### config.mk
export PLATFORM = sky130hd
export DESIGN_NAME = pwm_multi_msdsl
export DESIGN_NICKNAME = d
export VERILOG_FILES = /design/src/rtl/pwm_multi_msdsl.sv
export SDC_FILE = /design/constraint.sdc
export NUM_CORES = 1
export LEC_CHECK = 0
export ABC_AREA = 1
export BUFFER_PORTS_ARGS = -buffer_cell sky130_fd_sc_hd__clkbuf_2
export CAP_MARGIN = 20
export CORE_MARGIN = 2
export CORE_UTILIZATION = 30
export DETAILED_ROUTE_END_ITERATION = 8
export HOLD_SLACK_MARGIN = 0.03
export PLACE_DENSITY = 0.49
export SLEW_MARGIN = 10
export SYNTH_ARGS = -nofsm -noshare
export SYNTH_HDL_FRONTEND = slang
export SYNTH_SLANG_ARGS = --single-unit
### constraint.sdc
create_clock -name clk -period 13.7 [get_ports clk]
set_input_delay 1.37 -clock clk [delete_from_list [all_inputs] [get_ports clk]]
set_output_delay 1.37 -clock clk [all_outputs]
set_load 0.02 [all_outputs]
### src/rtl/pwm_multi_msdsl.sv
// Multi-channel PWM generator. All channels share one period counter that advances on cke.
// Period, duty and phase updates are double-buffered and take effect only at a counter wrap.
module pwm_multi_msdsl #(
  parameter int N           = 4,
  parameter int W           = 16,
  parameter int PERIOD_INIT = 100
) (
  input  logic           clk,
  input  logic           rst,
  input  logic           cke,
  input  logic [W-1:0]   period,
  input  logic [N*W-1:0] duty,
  input  logic [N*W-1:0] phase,
  input  logic           load,
  output logic           pending,
  output logic           wrap,
  output logic [N-1:0]   out,
  output logic [N-1:0]   rise,
  output logic [N-1:0]   fall
);

  logic [W-1:0] cnt;
  logic [W-1:0] period_act;
  logic [W-1:0] period_sh;
  logic [W-1:0] duty_act  [N];
  logic [W-1:0] phase_act [N];
  logic [W-1:0] duty_sh   [N];
  logic [W-1:0] phase_sh  [N];
  logic [W-1:0] per_eff;
  logic         wrap_ev;
  logic [N-1:0] nxt_p0;

  // A phase at or beyond the new period would break the single-subtract wrap.
  function automatic logic [W-1:0] clamp_phase(input logic [W-1:0] ph, input logic [W-1:0] per);
    return (ph >= per) ? '0 : ph;
  endfunction

  assign per_eff = (period_act == '0) ? W'(1) : period_act;
  assign wrap_ev = cke && (cnt == per_eff - W'(1));

  always_ff @(posedge clk or negedge rst) begin
    if (!rst) begin
      cnt        <= '0;
      wrap       <= 1'b0;
      pending    <= 1'b0;
      period_act <= W'(PERIOD_INIT);
      period_sh  <= '0;
      for (int k = 0; k < N; k++) begin
        duty_act[k]  <= '0;
        phase_act[k] <= '0;
        duty_sh[k]   <= '0;
        phase_sh[k]  <= '0;
      end
    end else begin
      wrap <= wrap_ev;
      if (cke) cnt <= wrap_ev ? '0 : cnt + W'(1);
      if (wrap_ev && load) begin
        period_act <= period;
        for (int k = 0; k < N; k++) begin
          duty_act[k]  <= duty[k*W +: W];
          phase_act[k] <= clamp_phase(phase[k*W +: W], period);
        end
        pending <= 1'b0;
      end else if (wrap_ev && pending) begin
        period_act <= period_sh;
        for (int k = 0; k < N; k++) begin
          duty_act[k]  <= duty_sh[k];
          phase_act[k] <= clamp_phase(phase_sh[k], period_sh);
        end
        pending <= 1'b0;
      end else if (load) begin
        period_sh <= period;
        for (int k = 0; k < N; k++) begin
          duty_sh[k]  <= duty[k*W +: W];
          phase_sh[k] <= phase[k*W +: W];
        end
        pending <= 1'b1;
      end
    end
  end

  // Stage p0: per-channel compare on the live counter, sum kept at W+1 bits
  for (genvar k = 0; k < N; k++) begin : g_ch
    logic [W:0]   sum;
    logic [W:0]   diff;
    logic [W-1:0] loc;
    assign sum        = {1'b0, cnt} + {1'b0, phase_act[k]};
    assign diff       = sum - {1'b0, per_eff};
    assign loc        = (sum >= {1'b0, per_eff}) ? diff[W-1:0] : sum[W-1:0];
    assign nxt_p0[k]  = (loc < duty_act[k]);
  end

  // Stage p1: registered outputs and edge strobes, updated every clk
  always_ff @(posedge clk or negedge rst) begin
    if (!rst) begin
      out  <= '0;
      rise <= '0;
      fall <= '0;
    end else begin
      out  <= nxt_p0;
      rise <= nxt_p0 & ~out;
      fall <= ~nxt_p0 & out;
    end
  end

endmodule
* After elaboration in Yosys (flattened, before gate mapping) *
Index checks and enable logic that the tools add are counted.

operators by class
  $add $sub $neg = 10
  magnitude comparators = 16
  eq/ne operators = 1
  muxes and demuxes = 23
  bitwise logic cells = 6
  reductions and logical operators = 7

operator list
  cell                                                                  number
  16-bit 2-to-1 mux                                                     16
  64-bit 2-to-1 mux                                                     4
  16-bit >= comparator                                                  8
  16-bit by 16-bit adder with 17-bit output                             4
  17-bit by 16-bit >= comparator with 1-bit output                      4
  16-bit < comparator                                                   4
  16-bit subtractor                                                     4
  16-bit by 1-bit adder with 16-bit output, second input constant       1
  16-bit equality test                                                  1
  16-bit zero test                                                      1
  16-bit by 1-bit subtractor with 16-bit output, second input constant  1
  4-bit bitwise AND                                                     2
  4-bit NOT                                                             2
  1-bit logical AND                                                     3
  1-bit 2-to-1 mux                                                      3
  3-bit AND reduction                                                   1
  3-bit nonzero test                                                    1
  1-bit NOT                                                             2
  2-bit nonzero test                                                    1

word-level totals
  register bits = 318
  bits of input ports = 148
  output and inout bits = 14

* Longest topological paths before layout *
  depth in word-level cells = 8
  gate-level depth with buffers = 36
  mapped depth without buffers = 35

* Least setup slack after synthesis *
Ideal clock, no wire load.

  path type = flip-flop to flip-flop
  start point = register cnt[1]
  end point = register rise[0]
  library setup time = 0.072 ns
  arrival time = 4.602 ns
  data required time = 13.628 ns
  path slack = 9.025 ns
  cell stages (with the launch flop) = 29
  path buffers = 1
  clock period less this slack = 4.675 ns
  cells stage by stage = dfrtp_1 inv_1 fa_1 o21ai_0 nand3_1 nand2_1 a31oi_1 o21ai_0 nand3_1 nand2_1 xnor2_1 inv_1 ha_1 a21oi_1 o21ai_0 a21oi_1 nand4_1 nand2_1 clkbuf_1 nand2_1 o21ai_0 ha_1 a21oi_1 nor2_1 a211oi_1 nand2_1 nand2_1 nand2_1 nor2_1

on the way
  word-level cells in the longest chain between the ends = 5

RTL lines
  what                                                                                   line    text
  from (decl)                                                                            22      logic [W-1:0] cnt;
  from (signal assigned)                                                                 56      if (cke) cnt <= wrap_ev ? '0 : cnt + W'(1);
  16-bit by 16-bit adder with 17-bit output *                                            87      assign sum = {1'b0, cnt} + {1'b0, phase_act[k]};
  16-bit subtractor or 17-bit by 16-bit >= comparator with 1-bit output (tied branches)  88, 89
  16-bit 2-to-1 mux *                                                                    89      assign loc = (sum >= {1'b0, per_eff}) ? diff[W-1:0] : sum[W-1:0];
  16-bit < comparator *                                                                  90      assign nxt_p0[k] = (loc < duty_act[k]);
  4-bit bitwise AND *                                                                    101     rise <= nxt_p0 & ~out;
  to (signal assigned)                                                                   101
  to (decl)                                                                              18      output logic [N-1:0] rise,

Every way passes the cells marked *; elsewhere a longest branch is shown, timed or not.
A chain may end at the register's enable or synchronous reset.

* Worst setup path in the final report *
  start point = register period_act[1]
  end point = register duty_act[11] in the netlist's numbering

on the way
  word-level cells in the longest chain between the ends = 7

RTL lines
  what                                                     line    text
  from (decl)                                              23      logic [W-1:0] period_act;
  from (signal assigned)                                   46      period_act <= W'(PERIOD_INIT);
  from (signal assigned)                                   58      period_act <= period;
  from (signal assigned)                                   65      period_act <= period_sh;
  16-bit zero test                                         38      assign per_eff = (period_act == '0) ? W'(1) : period_act;
  16-bit 2-to-1 mux *                                      38
  16-bit by 1-bit subtractor with 16-bit output *          39      assign wrap_ev = cke && (cnt == per_eff - W'(1));
  16-bit equality test *                                   39
  1-bit logical AND *                                      39
  1-bit logical AND (on tied branches)                     57, 64
  64-bit 2-to-1 mux or 2-bit nonzero test (tied branches)  --
  to (signal, indexed assignment)                          60      duty_act[k] <= duty[k*W +: W];
  to (signal, indexed assignment)                          67      duty_act[k] <= duty_sh[k];
  to (decl)                                                25      logic [W-1:0] duty_act [N];

Marked as above.

==> reports/qor.yml <==
sta:
  rsz0062_at_grt: "false"
  clock_skew_ns: 0.0258
  report.final.slew_viol_count: 0
  finalHoldViolCount: 0
  setup_violations: 0
  setup-tns-final_ns: 0
  slew_headroom_pct: 29.8
  period_share_pct: 44.9
  tightest_slew_ns: 1.05
  period_needed_ns: 6.15
  fmax_mhz: 163
  whs_ns: 0.451
logic_synthesis:
  syn_nets: 3846
  async_flop_share_pct: 100
  synthAdderAreaFrac_pct: 16.5
  ys_seq_area_share_pct: 31.8
  synth_seq_cells: 318
  synth-edff-count: 0
  syn_area_per_cell_sq_um: 7.43
  synth_area_sq_um: 25100
  synth.area.top_cells: "dfrtp_1 31%, ha_1 16%, nand2_1 9.6%"
  yosys_warnings: 0
  synth.distinct_cells: 44
  yosys.area_share.simple_pct: 21.2
  synth_xor_area_share_pct: 4.69
  synthFlopType: "dfrtp_1"
  synth-compound-area-share_pct: 16.7
  syn_inst: 3372
  yosys.area.top_type: "dfrtp_1"
  synth_mux_area_share_pct: 0
  synth_commonest_cells: "639 x nand2_1, 451 x inv_1, 318 x ha_1, 315 x dfrtp_1, 314 x a21oi_1"
  synth_most_common_cell: "nand2_1"
  synth_top_area_share_pct: 31.5
  synth_top_family_by_area: "simple AND/OR/NAND/NOR gates"
floorplan:
  die_w_um: 293
  core-area_sq_um: 82400
  fp.dieH_um: 293
  initial_core_util_pct: 30.4
  dieArea_sq_um: 85800
  io_pins: 162
  rows: 105
detailed_routing:
  dr.pass1.iters: 5
  ant_nets: 0
  viasPerCell: 5.01
  drc: 0
  drt_iter0_drc: 1912
  wl_per_cell_um: 19.5
  routed-via-count: 22900
  routed_wirelength_mm: 89.1
critical_path:
  crit_top_cell: "nand3_1"
  r2r_start: "period_act[1]$_DFFE_PN0N_"
  slowest_delay_ns: 0.84
  cp-end-kind: "flop"
  cp.depth: 23
  crit_family: "simple AND/OR/NAND/NOR gates"
  rrSetupSlack_ns: 7.55
  arrival_ns: 6.63
  crit_type: "reg -> reg"
  crit_start: "period_act[1]$_DFFE_PN0N_"
  critPathBufInv: 5
  cp_max_fo: 85
  rr_worst_depth: 23
  cp_slowest_cell: "buf_4"
  required_ns: 14.18
  critPathLaunchType: "flop"
  path_cells: "inv_1 > nand3_1 > nor2_1 > nand3_1 > nand2_1 > inv_1 > ha_1 > nand2_1 > nor2_4 > nand2_1 > nor2_1 > xor2_1 > xor2_1 > nand3_1 > nor2_1 > nand3_1 > nor2_4 > inv_2 > buf_4 > nor2_8 > buf_4 > o211ai_1 > o21ai_0"
  r2r_end: "duty_act[11]$_DFFE_PN0N_"
  setup.worst_path.end: "duty_act[11]$_DFFE_PN0N_"
global_route:
  grt_pass1_wl_mm: 133
  grt_overflow: 0
  grt_max_degree: 126
  grt_pass1_vias: 21200
  antenna_found_initial: 3
  grt_usage_pct: 20.5
power:
  p_leak_nw: 14.7
  power.density_nw_per_um2: 100
  irDropWorstVdd_v: 0.0000820
clock_tree:
  cts_resized: 0
  cts_root_buf: "clkbuf_16"
  insertion_delay_ns: 0.59
  postCtsSetupRepairBufs: 0
  numCtsBuffers: 40
  clk_pin_slew_worst_paths_ns: 0.06
  clk_path_buf_depth: 3
  cts_tree: "yes"
  ctsHoldBuffers: 0
  htree_levels: 2
  clock_sinks: 318
placed_design:
  globalplace.congestion: 0.890
  portBuffers: 161
  post-dp-hpwl_mm: 67.9
job:
  timing.max_cap.violations: 0
hold_path:
  hold_path_class: "reg -> reg"
  whs_path_depth: 1
layout:
  fin_nets: 3941
  layout-drive-gt1-share_pct: 7.58
  area_growth_pct: 12.2
  diodes: 0
outcome:
  status: "finished, final reports clean"
flip-flops by register name, summed over array words and instances (netlist names):
register	cells
rise	4
duty_act	64
cnt	16
period_sh	16
fall	4
pending	1
phase_act	64
phase_sh	64
out	4
wrap	1
duty_sh	64
period_act	16
through the flow:
stage                     std cells  cell area (sq um)  total power [W]  util (%)  setup slack (ns)
after floorplan                3372              25100          0.00151         -              9.03
after global placement         4495              26800          0.00174      32.5              7.64
after detailed placement       4495              26800          0.00174      32.5              7.61
after CTS                      4565              28100          0.00284      34.1              7.60
after global routing           4565              28100          0.00297      34.1              7.09
final                          4565              28100          0.00281      34.1              7.55
layout by cell type, fill, tap and decap left out, drive strengths merged, types with 4 or more instances in the layout:
master / n
a211oi: 5
a21o: 10
a21oi: 315
a31oi: 36
buf: 17
clkbuf: 214
clkinv: 9
dfrtp: 315
fa: 8
ha: 318
inv: 460
nand2: 642
nand3: 182
nand3b: 7
nand4: 85
nor2: 280
nor3: 29
nor3b: 6
nor4: 11
o211ai: 77
o21a: 4
o21ai: 294
o21bai: 7
o31ai: 5
or2: 4
xnor2: 61
xor2: 73
layout make-up:
| cell class | count | area [sq um] |
|---|---|---|
| clock inverter | 15 | 143 |
| timing repair buffer | 176 | 931 |
| sequential | 318 | 7960 |
| tap | 1070 | 1340 |
| fill | 8861 | 54300 |
| clock buffer | 55 | 1170 |
| inverter | 457 | 1720 |
| multi-input combinational | 2474 | 14900 |
cell families (layout without fill, tap and decap cells):
family | count (synthesis) | count (layout)
flip-flops | 318 | 318
XOR/XNOR | 134 | 134
AND/OR/NAND/NOR | 1251 | 1251
adder cells (fa/ha/maj) | 326 | 326
AO/OA/AOI/OAI | 763 | 763
buffers and inverters | 580 | 703
power breakdown:
part           total, W  internal [W]  switching [W]
clock network   0.00108      0.000634       0.000449
registers       0.00103      0.000985      0.0000478
logic          0.000696      0.000244       0.000452
per-layer routing:
| metal | GRT usage [%] | vias to the layer above | part of all wire [%] |
|---|---|---|---|
| li1 | - | 11500 | - |
| met1 | 30.4 | 10600 | 49 |
| met2 | 30.5 | 601 | 42 |
| met3 | 3.49 | 94 | 6.3 |
| met4 | 4.84 | 2 | 2.2 |
| met5 | 0 | - | 0.012 |
how the worst min path moves through the flow:
stage                                 from                     end  slack [ns]
finish                    out[1]$_DFF_PN0_       rise[1]$_DFF_PN0_        0.45
global route              out[1]$_DFF_PN0_       rise[1]$_DFF_PN0_        0.47
CTS                       out[1]$_DFF_PN0_       rise[1]$_DFF_PN0_        0.45
detailed placement        out[1]$_DFF_PN0_       rise[1]$_DFF_PN0_        0.44
global placement          out[2]$_DFF_PN0_       rise[2]$_DFF_PN0_        0.45
floorplan           duty_sh[0]$_DFFE_PN0P_  duty_sh[0]$_DFFE_PN0P_        0.44
(Power assumes the default switching activity.)
